$ cat config.mk
export PLATFORM = sky130hd
export DESIGN_NAME = cdc_rx_width_downsizer
export DESIGN_NICKNAME = d
export VERILOG_FILES = /design/src/rtl/cdc_rx_width_downsizer_pkg.sv /design/src/rtl/cdc_rx_width_downsizer.sv
export SDC_FILE = /design/constraint.sdc
export NUM_CORES = 1
export LEC_CHECK = 0
export ABC_AREA = 1
export CAP_MARGIN = 20
export CORE_MARGIN = 5
export CORE_UTILIZATION = 50
export DETAILED_ROUTE_END_ITERATION = 12
export GPL_TIMING_DRIVEN = 0
export PLACE_DENSITY = 0.9
export SETUP_SLACK_MARGIN = 0.1
export SYNTH_ARGS = -nofsm -noshare
export SYNTH_HDL_FRONTEND = slang
export SYNTH_SLANG_ARGS = --single-unit
$ cat constraint.sdc
create_clock -name clk -period 2.5 [get_ports clk]
set_clock_uncertainty 0.1 [all_clocks]
set_input_delay 0.5 -clock clk [delete_from_list [all_inputs] [get_ports clk]]
set_output_delay 0.5 -clock clk [all_outputs]
set_load 0.02 [all_outputs]
$ cat src/rtl/cdc_rx_width_downsizer_pkg.sv
// Shared helpers for the clock-domain-crossing block and its width converters.
// Holds the ceil-log2 helper, the width-ratio legality check and the drain FSM states.
package cdc_rx_width_downsizer_pkg;

    function automatic int clog2(input int value);
        int result;
        int remaining;
        result = 0;
        remaining = value - 1;
        while (remaining > 0) begin
            result++;
            remaining = remaining >> 1;
        end
        return result;
    endfunction

    // A downsizer needs a whole number of slices per word and at least two of them.
    function automatic bit width_ratio_legal(input int in_width, input int out_width);
        if (out_width <= 0) begin
            return 1'b0;
        end
        return ((in_width % out_width) == 0) && ((in_width / out_width) >= 2);
    endfunction

    typedef enum logic {
        ST_EMPTY = 1'b0,
        ST_DRAIN = 1'b1
    } drain_state_t;

endpackage

$ cat src/rtl/cdc_rx_width_downsizer.sv
// Destination-domain downsizer: takes wide words from the crossing and replays each one
// as RATIO narrow slices, reloading on the last slice so the stream never bubbles.
module cdc_rx_width_downsizer
    import cdc_rx_width_downsizer_pkg::*;
#(
    parameter int IN_WIDTH  = 32,
    parameter int OUT_WIDTH = 8,
    parameter bit MSB_FIRST = 1'b0
) (
    input  logic                 clk,
    input  logic                 rst,
    input  logic [IN_WIDTH-1:0]  in_data,
    input  logic                 in_valid,
    input  logic                 in_last,
    output logic                 in_ready,
    output logic [OUT_WIDTH-1:0] out_data,
    output logic                 out_valid,
    output logic                 out_last,
    input  logic                 out_ready,
    output logic                 busy
);

    localparam int RATIO = IN_WIDTH / OUT_WIDTH;
    localparam int IDX_W = clog2(RATIO);
    localparam logic [IDX_W-1:0] LAST_IDX = IDX_W'(RATIO - 1);

    generate
        if (!width_ratio_legal(IN_WIDTH, OUT_WIDTH)) begin : g_bad_ratio
            $error("cdc_rx_width_downsizer: IN_WIDTH must be a multiple of OUT_WIDTH with ratio >= 2");
        end
    endgenerate

    drain_state_t         state_reg, state_next;
    logic [IDX_W-1:0]     idx_reg, idx_next;
    logic [IN_WIDTH-1:0]  word_reg, word_next;
    logic                 last_reg, last_next;

    logic                 loaded;
    logic                 on_last_slice;
    logic                 in_fire;
    logic                 out_fire;
    logic [OUT_WIDTH-1:0] slices [RATIO];

    assign loaded        = (state_reg == ST_DRAIN);
    assign on_last_slice = (idx_reg == LAST_IDX);

    // in_ready looks only at state and out_ready, never at in_valid.
    assign in_ready  = !rst && (!loaded || (out_ready && on_last_slice));
    assign in_fire   = in_valid && in_ready;
    assign out_valid = loaded;
    assign out_fire  = out_valid && out_ready;
    assign out_last  = loaded && last_reg && on_last_slice;
    assign busy      = loaded;

    for (genvar gi = 0; gi < RATIO; gi++) begin : g_slice
        if (MSB_FIRST) begin : g_msb
            assign slices[gi] = word_reg[(RATIO-1-gi)*OUT_WIDTH +: OUT_WIDTH];
        end else begin : g_lsb
            assign slices[gi] = word_reg[gi*OUT_WIDTH +: OUT_WIDTH];
        end
    end

    assign out_data = slices[idx_reg];

    always_comb begin
        state_next = state_reg;
        idx_next   = idx_reg;
        word_next  = word_reg;
        last_next  = last_reg;
        case (state_reg)
            ST_EMPTY: begin
                if (in_fire) begin
                    state_next = ST_DRAIN;
                    idx_next   = '0;
                    word_next  = in_data;
                    last_next  = in_last;
                end
            end
            ST_DRAIN: begin
                if (out_fire) begin
                    if (!on_last_slice) begin
                        idx_next = idx_reg + IDX_W'(1);
                    end else if (in_fire) begin
                        idx_next  = '0;
                        word_next = in_data;
                        last_next = in_last;
                    end else begin
                        // Word register keeps its old contents; nothing reads it while empty.
                        state_next = ST_EMPTY;
                        idx_next   = '0;
                    end
                end
            end
            default: begin
                state_next = ST_EMPTY;
                idx_next   = '0;
            end
        endcase
    end

    always_ff @(posedge clk) begin
        if (rst) begin
            state_reg <= ST_EMPTY;
            idx_reg   <= '0;
            word_reg  <= '0;
            last_reg  <= 1'b0;
        end else begin
            state_reg <= state_next;
            idx_reg   <= idx_next;
            word_reg  <= word_next;
            last_reg  <= last_next;
        end
    end

endmodule

==> results of run 1 <==
==> worst max path at each step <==
stage / from / end / slack (ns) / cells past startpoint
after global placement: out_ready / in_ready / -0.28 / 5
after floorplan: idx_reg[0]$_SDFFE_PP0P_ / out_data[0] / 0.83 / 4
after detailed placement: out_ready / in_ready / -0.30 / 5
after CTS: idx_reg[0]$_SDFFE_PP0P_ / in_ready / 0.09 / 5
final: idx_reg[0]$_SDFFE_PP0P_ / out_data[2] / 0.22 / 5
after global routing: idx_reg[0]$_SDFFE_PP0P_ / out_data[0] / 0.08 / 5
==> power by group through the flow <==
stage	sequential, mW	combinational [mW]	clock [mW]
5_1_grt	0.643	0.280	0.367
4_1_cts	0.638	0.259	0.331
6_report	0.638	0.258	0.329
3_5_place_dp	0.651	0.269	0
2_1_floorplan	0.645	0.143	0
3_3_place_gp	0.649	0.264	0
==> logic make-up (layout without fill, tap and decap cells) <==
family                   Yosys count  after routing  synth area share (%)
flip-flops                        36             36                 44.04
adder cells (fa/ha/maj)            1              1                0.7644
AND/OR/NAND/NOR                  126            126                 36.09
AO/OA/AOI/OAI                     29             29                 10.17
buffers and inverters             22             78                 8.944
==> layer usage <==
| metal | routed length [um] | global-route usage (%) | vias to the layer above |
|---|---|---|---|
| met3 | 334 | 6.822 | 6 |
| met2 | 2144 | 34.85 | 55 |
| met4 | 76 | 10.63 | 0 |
| met5 | 0 | 0 | - |
| met1 | 1832 | 23.01 | 787 |
| li1 | - | - | 840 |
==> synthesized netlist by cell type <==
library cell,count
a21oi_1,3
a21oi_4,1
buf_2,6
buf_4,3
buf_6,6
clkbuf_1,2
dfxtp_1,36
ha_1,1
inv_1,4
inv_2,1
nand2_1,37
nand2_2,1
nand3_1,66
nand3_2,3
nand3_4,1
nor2_1,18
o21ai_0,16
o21ai_1,1
o22ai_1,8
==> metrics by stage <==
step	utilization (%)	setup TNS, ns
after global routing	71.65	0
after floorplan	-	0
after detailed placement	69.68	-0.2957
after global placement	69.68	-0.2784
after CTS	71.61	0
final	71.65	0
==> repair_timing <==
item | 4_1_cts | 5_1_grt
gates resized for setup | 12 | 5
setup buffers | 1 | 0
setup endpoints to repair | 10 | 9
pin swaps | 1 | 0
==> cell type report <==
type | instances | area (um2)
Clock buffer | 6 | 51.30
Multi-Input combinational cell | 156 | 769.5
Clock inverter | 2 | 10.01
Fill cell | 286 | 879.6
Inverter | 5 | 18.77
Tap cell | 44 | 55.05
Sequential cell | 36 | 724.4
Buffer | 17 | 128.9
Timing Repair Buffer | 48 | 465.4
==> worst max-delay path, stage by stage, from the launching register on <==
cell,delay (ns)
dfxtp_4,0.39
inv_2,0.13
buf_4,0.20
nor2_1,0.07
o22ai_1,0.19
dlygate4sd2_1,0.36
==> flow_metrics.env, run 1 <==
export IMPL_status="finished, final reports clean"
export IMPL_cts_path_max_buffers=2
export IMPL_place_congestion=0.8628
export IMPL_grt_util_all_layers_pct=20.63
export IMPL_avgRoutedWirePerCell_um=13.97
export IMPL_cts_num_sinks=36
export IMPL_clk_pin_slew_ns=0.10
export IMPL_seq_power_share_pct=52.1
export IMPL_hold_violations=0
export IMPL_final_common_cell="nand3_1"
export IMPL_diodes=0
export IMPL_setup_ws_ns=0.2192
export IMPL_fin_crit_ns=2.281
export IMPL_hold_buffers=0
export IMPL_p_comb_share_pct=21.0
export IMPL_area_delta_synth_final_pct=35.86
export IMPL_setup_violations=0
export IMPL_overflow=0
export IMPL_numCtsBuffers=5
export IMPL_hp_start="word_reg[22]$_SDFFE_PP0P_"
export IMPL_grt_pass1_wl_mm=6.858
export IMPL_dp_hpwl_mm=3.183
export IMPL_postSynthAreaPerCell_um2=7.648
export IMPL_power_density_nw_per_um2=550.8
export IMPL_ant_nets=0
export IMPL_cp_data_required_time_ns=1.90
export IMPL_yosysTopAreaCell="dfxtp_1"
export IMPL_fp_dieW_um=67.21
export IMPL_crit_fanout=10
export IMPL_drc=0
export IMPL_fin_nets=307
export IMPL_drive_above_1_share_pct=13.33
export IMPL_first_pass_iters=4
export IMPL_dr_first_iter_drc_count=186
export IMPL_critPathArrivalTime_ns=1.68
export IMPL_core_area_um2=3103
export IMPL_hp_class="reg -> reg"
export IMPL_antenna_found_initial=0
export IMPL_fin_crit_sh_pct=91.23
export IMPL_dieArea_um2=4517
export IMPL_clock_fmax_mhz=438.4
export IMPL_start_util_pct=52.74
export IMPL_vias=1688
export IMPL_power_mw=1.225
export IMPL_total_leakage_power_nw=1.040
export IMPL_synth_fp_nets=252
export IMPL_dp_cells=305
export IMPL_synth_warnings=0
export IMPL_worstMarginPinSlew_ns=0.4083
export IMPL_place_ws_ns=-0.2957
export IMPL_syn_inst=214
export IMPL_wl_mm=4.388
export IMPL_ys_top_cells_by_area="dfxtp_1, nand3_1, nand2_1"
export IMPL_final_cell_mix="nand3_1, nand2_1, clkdlybuf4s50_1"
export IMPL_grt_max_degree=12
export IMPL_viasPerCell=5.376
export IMPL_ys_ff_latch=36
export IMPL_worst_r2r_cell_count=7
export IMPL_final_area_um2=2223
export IMPL_stdcell_count=314
export IMPL_design_portCount=49
export IMPL_rsz0062_at_grt="true"
export IMPL_p_int_mw=0.8714
export IMPL_ir_drop_mv=0.3378
export IMPL_switching_share_pct=28.84
export IMPL_io_buffer_count=47
export IMPL_cts_tree="built"
export IMPL_clk_latency_ns=0.35
export IMPL_maxCapViolCount=0
export IMPL_worstReg2RegStart="idx_reg[0]$_SDFFE_PP0P_"
export IMPL_rrSetupSlack_ns=0.95
export IMPL_cp_start_kind="flip-flop"
export IMPL_first_global_vias=1582
export IMPL_synth_distinct_cells=19
export IMPL_placed_area_um2=2162
export IMPL_die_y_um=67.21
export IMPL_largest_register_ff_count=32
export IMPL_seq_area_frac_synth_pct=44.04
export IMPL_clock_tree_root_cell="clkbuf_4"
export IMPL_whs_ns=0.3680
export IMPL_num_rows=20
export IMPL_cp_end_kind="primary output"
export IMPL_min_delay_worst_endpoint="word_reg[22]$_SDFFE_PP0P_"
export IMPL_syn_area_um2=1637
export IMPL_power_frac_clock_pct=26.8
export IMPL_maxSlewViolCount=0
export IMPL_r2r_end="word_reg[13]$_SDFFE_PP0P_"
export IMPL_net_switching_power_mw=0.3532
export IMPL_htreeDepth=2
export IMPL_max_slew_margin_rel_pct=72.78
export IMPL_whs_path_depth=2
export IMPL_netlist_area_leader_share_pct=44.04
export IMPL_critical_path_class="reg -> out"
No activity file was read; power rests on OpenSTA's default activity.
==> run 2, diff against run 1 <==
--- a/config.mk
+++ b/config.mk
@@ -8,10 +8,10 @@
 export ABC_AREA = 1
 export CAP_MARGIN = 20
 export CORE_MARGIN = 5
-export CORE_UTILIZATION = 50
+export CORE_UTILIZATION = 48
 export DETAILED_ROUTE_END_ITERATION = 12
 export GPL_TIMING_DRIVEN = 0
-export PLACE_DENSITY = 0.9
+export PLACE_DENSITY = 0.87
 export SETUP_SLACK_MARGIN = 0.1
 export SYNTH_ARGS = -nofsm -noshare
 export SYNTH_HDL_FRONTEND = slang
==> run 2 against run 1 <==
Total power decreased by 0.75%. Setup slack improved by 0.010 ns. Flip-flop and latch count unchanged. Critical path depth unchanged.
==> flow_metrics.env, run 2 (synthesized netlist as in run 1, its figures left out) <==
export IMPL_max_slew_margin_rel_pct=74.29
export IMPL_finalSetupTns_ns=0
export IMPL_cp_end_kind="primary output"
export IMPL_switching_share_pct=28.04
export IMPL_ant_nets=0
export IMPL_wl_mm=4.302
export IMPL_clock_tree_root_cell="clkbuf_4"
export IMPL_start_util_pct=49.43
export IMPL_fp_dieW_um=68.39
export IMPL_rsz0062_at_grt="false"
export IMPL_power_density_nw_per_um2=549.5
export IMPL_cts_tree="built"
export IMPL_fin_crit_ns=2.270
export IMPL_multiInputGateArea_um2=769.5
export IMPL_grt_max_degree=11
export IMPL_status="finished, final reports clean"
export IMPL_core_area_um2=3311
export IMPL_total_leakage_power_nw=1.027
export IMPL_post_route_util_pct=66.82
export IMPL_hp_class="reg -> reg"
export IMPL_viasPerCell=5.326
export IMPL_seq_power_share_pct=52.5
export IMPL_cp_data_required_time_ns=1.90
export IMPL_drc=0
export IMPL_fin_nets=307
export IMPL_maxCapViolCount=0
export IMPL_place_ws_ns=-0.2744
export IMPL_io_buffer_count=47
export IMPL_fin_crit_sh_pct=90.82
export IMPL_first_global_vias=1569
export IMPL_ir_drop_mv=0.2880
export IMPL_setup_violations=0
export IMPL_dieArea_um2=4677
export IMPL_whs_ns=0.3685
export IMPL_final_area_um2=2212
export IMPL_whs_path_depth=2
export IMPL_path_cells="inv_2 > buf_4 > nor2_1 > o22ai_1 > dlygate4sd2_1"
export IMPL_critPathArrivalTime_ns=1.67
export IMPL_worstMarginPinSlew_ns=0.3856
export IMPL_crit_slowest_cell="dfxtp_4"
export IMPL_num_rows=21
export IMPL_place_congestion=0.8567
export IMPL_placed_area_um2=2165
export IMPL_hold_buffers=0
export IMPL_cts_path_max_buffers=2
export IMPL_area_delta_synth_final_pct=35.17
export IMPL_largest_register_ff_count=32
export IMPL_p_comb_share_pct=21.0
export IMPL_numCtsBuffers=5
export IMPL_power_frac_clock_pct=26.4
export IMPL_drive_above_1_share_pct=13.70
export IMPL_antenna_found_initial=0
export IMPL_maxSlewViolCount=0
export IMPL_final_cell_mix="nand3_1, nand2_1, clkdlybuf4s50_1"
export IMPL_design_portCount=49
export IMPL_setup_ws_ns=0.2296
export IMPL_diodes=0
export IMPL_crit_fanout=10
export IMPL_cp_start_kind="flip-flop"
export IMPL_vias=1683
export IMPL_net_switching_power_mw=0.3409
export IMPL_first_pass_iters=5
export IMPL_final_common_cell="nand3_1"
export IMPL_grt_pass1_wl_mm=6.920
export IMPL_stdcell_count=316
export IMPL_cts_num_sinks=36
export IMPL_fillerInstances=305
export IMPL_clock_fmax_mhz=440.5
export IMPL_dp_hpwl_mm=3.218
export IMPL_dr_first_iter_drc_count=136
export IMPL_slowest_delay_ns=0.39
export IMPL_clk_latency_ns=0.35
export IMPL_critical_path_class="reg -> out"
export IMPL_power_mw=1.216
export IMPL_grt_util_all_layers_pct=20.18
export IMPL_p_int_mw=0.8747
export IMPL_worst_r2r_cell_count=7
export IMPL_hold_violations=0
export IMPL_avgRoutedWirePerCell_um=13.61
export IMPL_htreeDepth=2
export IMPL_die_y_um=68.39
export IMPL_dp_cells=307
export IMPL_overflow=0
export IMPL_seq_area_um2=724.4
export IMPL_clk_pin_slew_ns=0.10
==> run 2: cell types whose count changed in the layout (fill, tap and decap cells not counted) <==
cell           delta
clkbuf_1          +2
clkbuf_2          +3
clkinv_2          -2
dlygate4sd2_1     -3
==> run 2: layer usage <==
metal	wire length, um	up-vias	GRT usage, %
met5	0	-	0
met4	91	0	11.41
met3	254	10	4.269
met2	2040	58	32.42
met1	1916	765	24.77
li1	-	850	-
==> run 2: final cells by class <==
class,instances,share of cell area [%]
buffer,17,5.826
clock buffer,8,2.658
inverter,5,0.8484
multi-input combinational,156,34.79
sequential,36,32.75
tap,46,2.602
timing repair buffer,48,20.53
==> run 2: power by group through the flow <==
stage / sequential, mW / clock (mW) / combinational [mW]
after global routing: 0.643 / 0.355 / 0.281
after floorplan: 0.645 / 0 / 0.143
final: 0.638 / 0.321 / 0.256
after global placement: 0.650 / 0 / 0.262
after detailed placement: 0.651 / 0 / 0.268
after CTS: 0.638 / 0.323 / 0.257
==> run 2: timing repair <==
item                       CTS  global route
pin swaps                    1             0
gates resized for setup     11            12
setup endpoints to repair   10            10
buffers inserted             1             0
==> run 2: final timing paths <==
path / start / endpoint / slack [ns]
max: idx_reg[0]$_SDFFE_PP0P_ / out_data[2] / 0.23
min: word_reg[4]$_SDFFE_PP0P_ / word_reg[4]$_SDFFE_PP0P_ / 0.37
max reg2reg: idx_reg[0]$_SDFFE_PP0P_ / word_reg[27]$_SDFFE_PP0P_ / 0.94
min reg2reg: word_reg[4]$_SDFFE_PP0P_ / word_reg[4]$_SDFFE_PP0P_ / 0.37
==> run 2: critical path: cells and delay by family, from the launching register on <==
family,cells,cell delay [ns]
simple gates,1,0.07
buf+inv,3,0.69
flops,1,0.39
compound gates,1,0.17
